<file path="config.mk">
export PLATFORM = sky130hd
export DESIGN_NAME = fcmp_pipe
export DESIGN_NICKNAME = d
export VERILOG_FILES = /design/src/rtl/fcmp_pipe.sv
export SDC_FILE = /design/constraint.sdc
export NUM_CORES = 1
export LEC_CHECK = 0
export CAP_MARGIN = 0
export CORE_ASPECT_RATIO = 0.7
export CORE_MARGIN = 2
export CORE_UTILIZATION = 54
export DETAILED_ROUTE_END_ITERATION = 16
export GPL_ROUTABILITY_DRIVEN = 0
export GPL_TIMING_DRIVEN = 0
export PLACE_DENSITY_LB_ADDON = 0.15
export SKIP_CTS_REPAIR_TIMING = 1
export SLEW_MARGIN = 20
export SYNTH_ARGS = -nofsm -noshare
export SYNTH_HDL_FRONTEND = slang
export SYNTH_SLANG_ARGS = --single-unit
</file>
<file path="constraint.sdc">
create_clock -name clk -period 2.9 [get_ports clk]
set_input_delay 0.435 -clock clk [delete_from_list [all_inputs] [get_ports clk]]
set_output_delay 0.435 -clock clk [all_outputs]
set_load 0.005 [all_outputs]
</file>
<file path="src/rtl/fcmp_pipe.sv">
//==============================================================================
// fcmp_pipe : elastic LAT-stage floating-point compare (FEQ/FLT/FLE).
// Optional NaN handling is enabled by defining FCMP_PIPE_NAN_EN.
// Revision  : 1.0
//==============================================================================
`default_nettype none

module fcmp_pipe #(
   parameter int EW  = 8,
   parameter int MW  = 23,
   parameter int LAT = 2            // legal range 1..4
) (
   input  logic             clk,
   input  logic             rstn,
   input  logic             in_valid,
   output logic             in_ready,
   input  logic [EW+MW:0]   x,
   input  logic [EW+MW:0]   y,
   input  logic [1:0]       op,
   output logic             out_valid,
   input  logic             out_ready,
   output logic             z,
   output logic             nv
);

   localparam int W = 1 + EW + MW;

   localparam logic [1:0] OP_FEQ = 2'b00;
   localparam logic [1:0] OP_FLT = 2'b01;
   localparam logic [1:0] OP_FLE = 2'b10;

   typedef struct packed {
      logic [W-1:0] a;
      logic [W-1:0] b;
      logic [1:0]   op;
      logic         za;
      logic         zb;
`ifdef FCMP_PIPE_NAN_EN
      logic         na;
      logic         nb;
      logic         sa;
      logic         sb;
`endif
   } stage_t;

   stage_t           cls;
   stage_t           st [LAT];
   stage_t           last;
   logic [LAT-1:0]   vld;
   logic [LAT-1:0]   rdy;

   // Classification ahead of the first stage register.
   always_comb begin
      cls    = '0;
      cls.a  = x;
      cls.b  = y;
      cls.op = op;
      cls.za = (x[W-2:MW] == '0);
      cls.zb = (y[W-2:MW] == '0);
`ifdef FCMP_PIPE_NAN_EN
      cls.na = (&x[W-2:MW]) && (|x[MW-1:0]);
      cls.nb = (&y[W-2:MW]) && (|y[MW-1:0]);
      cls.sa = cls.na && !x[MW-1];
      cls.sb = cls.nb && !y[MW-1];
`endif
   end

   // A stage can take new data when it, or any stage after it, is empty,
   // or when the consumer drains the tail this cycle.
   for (genvar g = 0; g < LAT; g++) begin : g_rdy
      assign rdy[g] = out_ready || !(&vld[LAT-1:g]);
   end

   always_ff @(posedge clk or negedge rstn) begin
      if (!rstn) begin
         vld <= '0;
      end else begin
         if (rdy[0])
            vld[0] <= in_valid;
         for (int i = 1; i < LAT; i++)
            if (rdy[i])
               vld[i] <= vld[i-1];
      end
   end

   always_ff @(posedge clk) begin
      if (rdy[0] && in_valid)
         st[0] <= cls;
      for (int i = 1; i < LAT; i++)
         if (rdy[i] && vld[i-1])
            st[i] <= st[i-1];
   end

   assign last = st[LAT-1];

   // Ordering and result select on the tail stage; zeros collapse to +0.
   logic          sgn_a;
   logic          sgn_b;
   logic [W-2:0]  mag_a;
   logic [W-2:0]  mag_b;
   logic          eq;
   logic          lt;
   logic          zr;
   logic          nvr;

   always_comb begin
      sgn_a = last.za ? 1'b0 : last.a[W-1];
      sgn_b = last.zb ? 1'b0 : last.b[W-1];
      mag_a = last.za ? '0   : last.a[W-2:0];
      mag_b = last.zb ? '0   : last.b[W-2:0];
      eq    = (sgn_a == sgn_b) && (mag_a == mag_b);
      if (sgn_a != sgn_b)
         lt = sgn_a;
      else if (sgn_a)
         lt = (mag_a > mag_b);
      else
         lt = (mag_a < mag_b);

      zr  = 1'b0;
      nvr = 1'b0;
      case (last.op)
         OP_FEQ:  zr = eq;
         OP_FLT:  zr = lt;
         OP_FLE:  zr = lt || eq;
         default: zr = 1'b0;
      endcase
`ifdef FCMP_PIPE_NAN_EN
      if (last.na || last.nb)
         zr = 1'b0;
      case (last.op)
         OP_FEQ:          nvr = last.sa || last.sb;
         OP_FLT, OP_FLE:  nvr = last.na || last.nb;
         default:         nvr = 1'b0;
      endcase
`endif
   end

   assign in_ready  = rdy[0];
   assign out_valid = vld[LAT-1];
   assign z         = vld[LAT-1] && zr;
   assign nv        = vld[LAT-1] && nvr;

endmodule

`default_nettype wire

</file>
==> flow_summary.ini <==
[power_and_ir_drop]
pwr-share-seq_pct = 47.3
internal_power_mw = 3.92
total_leakage_power_nw = 2.58
power_mw = 5.08
ir_drop_v = 0.000641
clkPwrFrac_pct = 42.5
comb_power_share_pct = 10.2
power.switching_mw = 1.16
power.density_mw_per_mm2 = 699
swShare_pct = 22.7

[worst_setup_path]
slowest_stage = edfxtp_1
crit_cells = 11
crit_arrival_ps = 3010
end_kind = primary output
worstSetupPathType = reg2out
crit_family = compound AO/OA/AOI/OAI gates
path_cells = buf_4 -> buf_6 -> nand2b_1 -> ha_1 -> nand4_1 -> inv_1 -> a221oi_2 -> o31ai_2 -> a311o_1 -> a31o_1 -> clkbuf_2
crit_fanout = 5
cp_num_buf_inv = 4
cpPeakStageDelay_ps = 400
crit_required_ps = 2470
worstRegToRegCells = 3
start_kind = register

[synthesis]
ys_ff_latch = 138
yosysSeqAreaShare_pct = 76.2
synth_nets = 412
yosysMostFrequentCell = edfxtp_1
synth-edff-count = 136
synth_top_area_cell = edfxtp_1
syn_avg_cell_area_um2 = 17.4
synthCells = 311
synthArstFlopShare_pct = 1.45
synth_cell_types = 35
synth.cell_area_mm2 = 0.00542
synth_top_area_share_pct = 75.3
yosys_warnings = 0
yosys-top-cells-area = edfxtp_1 (75%), ha_1 (7.2%), nand2b_1 (3.9%), nor2b_1 (3.6%), a21oi_1 (1.1%)
synth_ff_type = edfxtp_1
synth_commonest_cells = edfxtp_1 (136), nand2b_1 (34), ha_1 (31), nor2b_1 (31), a21oi_1 (12)

[layout]
stdcell_count = 554
layout-drive-gt1-share_pct = 19.7
multiInputGateArea_mm2 = 0.00146
register_area_mm2 = 0.00413
nets = 514
fillerInstances = 573
area_growth_pct = 34.1
n_antenna_cell = 0

[job]
drv_cap = 0

[global_route]
antenna_found_initial = 0
grt.overflow.total = 0
grt.total_usage_pct = 17.7
grt_pass1_wl_mm = 13.7
grt_max_degree = 58
grt_pass1_vias = 2833

[detailed_routing]
drc_errors = 0
dr.pass1.iters = 5
num_vias = 2849
wl_met2_mm = 4.40
routed.top_layer = met4
ant_nets = 0
wirelength_mm = 9.20
drt-initial-drc-count = 208
viasPerCell = 5.14
drt-met1-wl_mm = 4.26
met3_wirelength_um = 477
post_drt_wl_per_cell_um = 16.6

[cts]
clockRootBuffer = clkbuf_16
h-tree-depth = 4
numClockSinks = 138
cts_tree = built
clk_latency_ps = 410
path_clk_slew_ps = 60
numCtsBuffers = 17
cts_buffer_depth = 2

[floorplan]
die_w_um = 124
start_util_pct = 55.8
die_y_um = 87.8
rows = 30
ios = 74
core_area_mm2 = 0.00972
die_area_mm2 = 0.0109

[timing]
layout_setup_ws_ps = -548
fin_tns_setup_ps = -548
finalMaxSlewViolations = 0
max_freq_mhz = 290
finalSetupViolCount = 1
rsz0062_at_grt = yes
finalHoldViolations = 0
final.min_clock_period_ps = 3450
period_share_pct = 119
skew_ps = 6.93

[placed_design]
port_buffers = 72
dp_cells = 513
hpwl_mm = 5.88

[run_status]
violations = setup timing
status = complete, but fails checks

[min_path]
hold_class = in2async
state kept, by name (all words and copies together), names as in the netlist:
register and cells:
st 136, vld 2
worst paths after layout:
path / startpoint / endpoint / slack [ps]
min in group clk: st[0][14] / st[0][82] / 410
setup reg to reg: vld[1] / st[0][64] / 1280
max in group asynchronous: rstn / vld[1] / 2590
setup / recovery: st[0][68] / z / -550
hold / removal: rstn / vld[0] / 190
hold reg to reg: st[0][14] / st[0][82] / 410
per-layer routing:
metal	global-route usage, %	vias up
met4	8.37	0
met2	27.8	81
met5	0	-
met3	6.05	4
met1	22.5	1371
li1	-	1393
worst reg2reg max path, cell delays in order, from the launching register on:
cell and delay, ps:
dfrtp_1 450, nand3b_1 170, and2_4 360, buf_16 280
area by class of cell:
type	instances	area share [%]
buffer	7	0.878
clock buffer	17	5.85
clock inverter	15	2.41
inverter	2	0.103
multi-input combinational	164	20.1
sequential	138	56.9
tap	128	2.20
timing repair buffer	83	11.6
power groups by stage:
stage               sequential [mW]  clock, mW  combinational [mW]
floorplan                      2.43          0               0.247
global placement               2.45          0               0.412
detailed placement             2.44          0               0.444
CTS                            2.40       2.20               0.449
global route                   2.41       2.29               0.571
finish                         2.40       2.16               0.518
cells by family after synthesis:
family                   Yosys count  share of synthesized area [%]
XOR/XNOR                           2                          0.323
adder cells (fa/ha/maj)           31                           7.15
AO/OA/AOI/OAI                     27                           3.07
buffers and inverters              9                          0.692
AND/OR/NAND/NOR                  103                           12.5
other                              1                         0.0692
flip-flops                       138                           76.2
metrics by stage:
| stage | instance area [µm²] | setup WS [ps] | hold slack, ps | utilization, % |
|---|---|---|---|---|
| 2_1_floorplan | 5420 | 225 | 139 | - |
| 3_3_place_gp | 6300 | -822 | 403 | 64.8 |
| 3_5_place_dp | 6360 | -776 | 405 | 65.5 |
| 4_1_cts | 6960 | -1220 | 179 | 71.6 |
| 5_1_grt | 7270 | -653 | 180 | 74.8 |
| 6_report | 7270 | -548 | 189 | 74.8 |
cell usage in the layout (no fill, tap or decap), types with 3 or more instances in the layout:
| cell type | netlist | routed |
|---|---|---|
| edfxtp_1 | 136 | 136 |
| clkdlybuf4s50_1 | 0 | 71 |
| nand2b_1 | 34 | 29 |
| nor2b_1 | 31 | 28 |
| ha_1 | 31 | 21 |
| clkbuf_16 | 0 | 17 |
| a21oi_1 | 12 | 12 |
| ha_4 | 0 | 10 |
| nand2_1 | 8 | 8 |
| buf_4 | 1 | 7 |
| inv_6 | 0 | 6 |
| buf_6 | 0 | 5 |
| nand2b_4 | 0 | 5 |
| nor2_1 | 5 | 5 |
| or4_1 | 4 | 4 |
| clkbuf_4 | 0 | 3 |
| nor2b_2 | 0 | 3 |
| o21ai_0 | 3 | 3 |
| nand4_1 | 3 | 3 |
| nand3_1 | 3 | 3 |
| inv_8 | 0 | 3 |
No activity file was read; power rests on OpenSTA's default activity.
